`config.mk`:
```
export PLATFORM = sky130hd
export DESIGN_NAME = rgb2hsv
export DESIGN_NICKNAME = d
export VERILOG_FILES = /design/src/rtl/rgb2hsv_pkg.sv /design/src/rtl/rgb2hsv_seq_div16x8.sv /design/src/rtl/rgb2hsv.sv
export SDC_FILE = /design/constraint.sdc
export NUM_CORES = 1
export LEC_CHECK = 0
export CORE_MARGIN = 5
export CORE_UTILIZATION = 56
export CTS_CLUSTER_DIAMETER = 50
export CTS_CLUSTER_SIZE = 40
export DETAILED_ROUTE_END_ITERATION = 6
export GPL_TIMING_DRIVEN = 0
export PLACE_DENSITY = 0.79
export SYNTH_ARGS = -nofsm -noshare
export SYNTH_HDL_FRONTEND = slang
export SYNTH_SLANG_ARGS = --single-unit
```
`constraint.sdc`:
```
create_clock -name clk -period 8.9 [get_ports clk]
set_input_delay 1.78 -clock clk [delete_from_list [all_inputs] [get_ports clk]]
set_output_delay 1.78 -clock clk [all_outputs]
set_load 0.005 [all_outputs]
```
`src/rtl/rgb2hsv_pkg.sv`:
```
// Shared constants, state encoding and pixel field offsets for the HSV colour path.
// Both the rgb2hsv and hsv2rgb directions use these definitions.
package rgb2hsv_pkg;

  localparam int SECTOR    = 43;
  localparam int HUE_G     = 2 * SECTOR - 1;
  localparam int HUE_B     = 4 * SECTOR - 1;
  localparam int DIV_STEPS = 16;

  // {R,B,G} input packing matches the hsv2rgb output
  localparam int R_LSB = 16;
  localparam int B_LSB = 8;
  localparam int G_LSB = 0;
  localparam int H_LSB = 16;
  localparam int S_LSB = 8;
  localparam int V_LSB = 0;

  typedef enum logic [2:0] {
    IDLE  = 3'd0,
    SORT  = 3'd1,
    DIV_S = 3'd2,
    DIV_H = 3'd3,
    DONE  = 3'd4
  } stateT;

  typedef enum logic [1:0] {
    MAX_R = 2'd0,
    MAX_G = 2'd1,
    MAX_B = 2'd2
  } maxSelT;

  function automatic logic [7:0] min3(input logic [7:0] a, input logic [7:0] b,
                                      input logic [7:0] c);
    logic [7:0] m;
    m = (a < b) ? a : b;
    return (c < m) ? c : m;
  endfunction

endpackage

```
`src/rtl/rgb2hsv_seq_div16x8.sv`:
```
// Restoring divider, 16-bit dividend by 8-bit divisor, one quotient bit per cycle.
// done pulses once, 16 cycles after an accepted start; start while busy is ignored.
module seq_div16x8
  import rgb2hsv_pkg::*;
(
  input  logic        clk,
  input  logic        reset,
  input  logic        start,
  input  logic [15:0] dividend,
  input  logic [7:0]  divisor,
  output logic [15:0] quotient,
  output logic        done
);

  logic [15:0] quo;
  logic [7:0]  rem;
  logic [7:0]  divReg;
  logic [4:0]  cnt;
  logic        busy;
  logic [8:0]  shifted;
  logic        fits;
  logic [7:0]  diff;

  // Remainder stays below the divisor, so the shifted value needs only 9 bits
  always_comb begin
    shifted = {rem, quo[15]};
    fits    = shifted >= {1'b0, divReg};
    diff    = shifted[7:0] - divReg;
  end

  always_ff @(posedge clk) begin
    if (reset) begin
      quo    <= '0;
      rem    <= '0;
      divReg <= '0;
      cnt    <= '0;
      busy   <= 1'b0;
      done   <= 1'b0;
    end else begin
      done <= 1'b0;
      if (busy) begin
        quo <= {quo[14:0], fits};
        rem <= fits ? diff : shifted[7:0];
        cnt <= cnt - 5'd1;
        if (cnt == 5'd1) begin
          busy <= 1'b0;
          done <= 1'b1;
        end
      end else if (start) begin
        quo    <= dividend;
        rem    <= '0;
        divReg <= divisor;
        cnt    <= 5'(DIV_STEPS);
        busy   <= 1'b1;
      end
    end
  end

  assign quotient = quo;

endmodule

```
`src/rtl/rgb2hsv.sv`:
```
// Iterative RGB to HSV converter, one pixel in flight, valid/ready on both sides.
// Hue uses 43 codes per 60-degree sector and wraps modulo 256.
//
// state | meaning
// IDLE  | in_ready high, waiting for a pixel
// SORT  | find max/min/delta; achromatic pixels finish here
// DIV_S | S = 255*delta/max on the shared divider
// DIV_H | q = 43*|d|/delta, hue = base +/- q
// DONE  | out_valid held until out_ready
module rgb2hsv
  import rgb2hsv_pkg::*;
(
  input  logic        clk,
  input  logic        reset,
  input  logic [23:0] in_rgb,
  input  logic        in_valid,
  output logic        in_ready,
  output logic [23:0] out_hsv,
  output logic        out_valid,
  input  logic        out_ready
);

  stateT state, nextState;

  logic [7:0] rReg, gReg, bReg;
  maxSelT     sel, selReg;
  logic [7:0] maxV, minV, delta, absD;
  logic       dNeg;
  logic [7:0] maxReg, deltaReg, absDReg, satReg;
  logic       dNegReg;

  logic        divStart, divDone;
  logic [15:0] divDividend, divQuo;
  logic [7:0]  divDivisor;
  logic [7:0]  hueBase, q, hue;
  logic        unusedQuoHi;

  // Max selection: R wins ties, then G
  always_comb begin
    sel  = MAX_B;
    maxV = bReg;
    absD = (rReg >= gReg) ? rReg - gReg : gReg - rReg;
    dNeg = rReg < gReg;
    if (rReg >= gReg && rReg >= bReg) begin
      sel  = MAX_R;
      maxV = rReg;
      absD = (gReg >= bReg) ? gReg - bReg : bReg - gReg;
      dNeg = gReg < bReg;
    end else if (gReg >= bReg) begin
      sel  = MAX_G;
      maxV = gReg;
      absD = (bReg >= rReg) ? bReg - rReg : rReg - bReg;
      dNeg = bReg < rReg;
    end
    minV  = min3(rReg, gReg, bReg);
    delta = maxV - minV;
  end

  always_comb begin
    if (state == SORT) begin
      divDividend = 16'(delta) * 16'd255;
      divDivisor  = maxV;
    end else begin
      divDividend = 16'(absDReg) * 16'(SECTOR);
      divDivisor  = deltaReg;
    end
  end

  seq_div16x8 uDiv (
    .clk      (clk),
    .reset    (reset),
    .start    (divStart),
    .dividend (divDividend),
    .divisor  (divDivisor),
    .quotient (divQuo),
    .done     (divDone)
  );

  assign unusedQuoHi = ^divQuo[15:8];
  assign q           = divQuo[7:0];

  always_comb begin
    unique case (selReg)
      MAX_G:   hueBase = 8'(HUE_G);
      MAX_B:   hueBase = 8'(HUE_B);
      default: hueBase = 8'd0;
    endcase
    hue = dNegReg ? hueBase - q : hueBase + q;
  end

  always_ff @(posedge clk) begin
    if (reset) state <= IDLE;
    else       state <= nextState;
  end

  always_comb begin
    nextState = state;
    unique case (state)
      IDLE:    if (in_valid) nextState = SORT;
      SORT:    nextState = (delta == 8'd0) ? DONE : DIV_S;
      DIV_S:   if (divDone) nextState = DIV_H;
      DIV_H:   if (divDone) nextState = DONE;
      DONE:    if (out_ready) nextState = IDLE;
      default: nextState = IDLE;
    endcase
  end

  always_comb begin
    in_ready = (state == IDLE);
    divStart = ((state == SORT) && (delta != 8'd0)) || ((state == DIV_S) && divDone);
  end

  always_ff @(posedge clk) begin
    if (reset) begin
      rReg      <= '0;
      gReg      <= '0;
      bReg      <= '0;
      selReg    <= MAX_R;
      maxReg    <= '0;
      deltaReg  <= '0;
      absDReg   <= '0;
      dNegReg   <= 1'b0;
      satReg    <= '0;
      out_hsv   <= '0;
      out_valid <= 1'b0;
    end else begin
      unique case (state)
        IDLE: if (in_valid) begin
          rReg <= in_rgb[R_LSB +: 8];
          gReg <= in_rgb[G_LSB +: 8];
          bReg <= in_rgb[B_LSB +: 8];
        end
        SORT: begin
          selReg   <= sel;
          maxReg   <= maxV;
          deltaReg <= delta;
          absDReg  <= absD;
          dNegReg  <= dNeg;
          if (delta == 8'd0) begin
            out_hsv   <= {8'd0, 8'd0, maxV};
            out_valid <= 1'b1;
          end
        end
        DIV_S: if (divDone) satReg <= q;
        DIV_H: if (divDone) begin
          out_hsv   <= {hue, satReg, maxReg};
          out_valid <= 1'b1;
        end
        DONE: if (out_ready) out_valid <= 1'b0;
        default: out_valid <= 1'b0;
      endcase
    end
  end

endmodule

```
==> impl_metrics.json <==
{
  "arrival_ps": 8970,
  "detail_route.wl_per_cell_um": 18.6,
  "outcome": "finished clean",
  "worst_pin_slew_ps": 1260,
  "rows": 52,
  "wl_um": 33700,
  "fmax_mhz": 116,
  "portBuffers": 53,
  "slowest_stage": "fa_1",
  "synth_cell_type_count": 82,
  "fp.dieH_um": 152,
  "synthArstFlopShare": 0,
  "dieArea_um2": 23200,
  "fin_util": 0.663,
  "cap_violations": 0,
  "die_x_um": 152,
  "finalNetCount": 1756,
  "mostFrequentLayoutCell": "nand2_1",
  "antenna_found_initial": 0,
  "drtAntennaViolNets": 0,
  "seqCellArea_um2": 2530,
  "period_minus_slack_ps": 8630,
  "syn_nets": 1664,
  "cts_max_level": 4,
  "grt_pass1_wl_um": 53000,
  "drive_above_1_share": 0.0875,
  "holdBufCountCts": 0,
  "tns_ps": 0,
  "routabilityCongestion": 1.04,
  "synth_area_um2": 11400,
  "clockBufferDepth": 2,
  "hold_viol": 0,
  "min_path_type": "reg -> reg",
  "initial_core_util": 0.565,
  "setup_viol": 0,
  "vias_per_cell": 5.96,
  "grt_max_degree": 17,
  "cp-start-kind": "flip-flop",
  "clk_latency_ps": 430,
  "gr-total-overflow": 0,
  "critical_path_class": "reg -> reg",
  "ios": 54,
  "final_max_slew_viol_count": 0,
  "dr.pass1.iters": 5,
  "most-common-layout-cells": "nand2_1, ha_1, inv_1",
  "ys_seq_area_frac": 0.222,
  "clk_pin_slew_ps": 60,
  "skew_ps": 11.0,
  "cts_tree": "yes",
  "syn_to_final_growth_pct": 17.3,
  "numCtsBuffers": 17,
  "slew_headroom": 0.155,
  "cts_num_sinks": 126,
  "n_antenna_cell": 0,
  "coreArea_um2": 20100,
  "fillCellCount": 1710,
  "synth_edf_count": 0,
  "grt_util_all_layers": 0.279,
  "dp_hpwl_um": 26000,
  "cp.required_ps": 9240,
  "vias": 10802,
  "synth.avg_cell_area_um2": 7.89,
  "yosys_most_used_dff": "dfxtp_1",
  "yosys_warnings": 0,
  "netlist_instances": 1439,
  "cts-root-buf": "clkbuf_16",
  "drc_errors": 0,
  "multiInputGateArea_um2": 8230,
  "first_iter_violations": 876,
  "crit_path_end_kind": "flip-flop",
  "grt_pass1_vias": 10472,
  "synth-seq-cells": 126,
  "finalCritPeriodShare": 0.969,
  "crit_fanout": 10,
  "cp_slowest_stage_delay_ps": 540
}
## layer usage
layer / routed length (um) / part of all wire / track usage / up-vias
met2: 16000 / 0.47 / 0.475 / 480
met3: 2400 / 0.071 / 0.0491 / 112
met5: 0 / 0 / 0 / -
met1: 13700 / 0.41 / 0.345 / 5056
li1: - / - / - / 5154
met4: 1570 / 0.047 / 0.130 / 0
## sequential cells by signal (all words and copies together), names as in the netlist, 2 cells and up
name and count:
uDiv.quotient 16, absDReg 8, rReg 8, maxReg 8
out_hsv 24, uDiv.rem 8, satReg 8, uDiv.divReg 8
state 3, gReg 8, uDiv.cnt 5, bReg 8
selReg 2, deltaReg 8
## critical path, delay by kind of cell (launching register included)
kind,cells,cell delay [ps]
muxes,1,180
adders and majority gates,9,3420
AOI/OAI and AO/OA,11,1900
buffers and inverters,7,890
and+or+nand+nor,9,1020
xor gates and xnor gates,3,680
DFF,1,410
## cell families after synthesis
group           count (synthesis)  share of synthesized area
compound gates                360                      0.206
xor+xnor                       64                     0.0512
fa+ha+maj                     197                      0.242
buf+inv                       223                     0.0765
flops                         126                      0.222
mux                            29                     0.0268
simple gates                  440                      0.176
## per-stage QoR
| stage | worst slack (ps) | instance area, um^2 | hold WS, ps | std cells |
|---|---|---|---|---|
| floorplan | 271 | 11400 | 432 | 1439 |
| global placement | -1360 | 12200 | 445 | 1762 |
| detailed placement | -1500 | 12200 | 448 | 1762 |
| CTS | 5.78 | 13100 | 457 | 1801 |
| global route | -33.5 | 13300 | 477 | 1813 |
| finish | 274 | 13300 | 452 | 1813 |
## layout make-up
type,count,share of cell area
inverters,154,0.0437
well taps,270,0.0254
clock inverters,14,0.0173
flip-flops and latches,126,0.190
multi-input cells,1090,0.618
repair buffers,74,0.0516
clock buffers,17,0.0319
plain buffers,68,0.0222
## synthesized netlist by cell type, drive strengths merged (20+ instances only)
master	number	share of area
nand3	21	0.0093
nor3	30	0.013
fa	38	0.067
clkbuf	54	0.018
ha	159	0.18
nor2	118	0.039
a211oi	24	0.016
xor2	24	0.019
inv	154	0.051
nand2	189	0.062
a21oi	142	0.064
dfxtp	126	0.22
mux2i	21	0.019
a311oi	20	0.015
o21ai	50	0.022
xnor2	39	0.030
## worst paths after layout
kind | from | endpoint | cells past startpoint | slack, ps
hold reg to reg | satReg[3] | satReg[3] | 2 | 450
hold / removal | satReg[3] | satReg[3] | 2 | 450
setup / recovery | rReg[0] | uDiv.quotient[15] | 40 | 270
setup reg to reg | rReg[0] | uDiv.quotient[15] | 40 | 270
## repair_timing
| action | CTS | global route |
|---|---|---|
| resized for setup | 33 | 31 |
| pin swaps | 3 | 16 |
| buffers inserted | 9 | 12 |
| hold endpoints to repair | 0 | 0 |
| cloned | 0 | 0 |
| endpoints found under the setup margin | 12 | 8 |
Power is left out: the tool's default activity adds up to more than one toggle a clock period on the data nets, which glitch-free logic cannot reach.
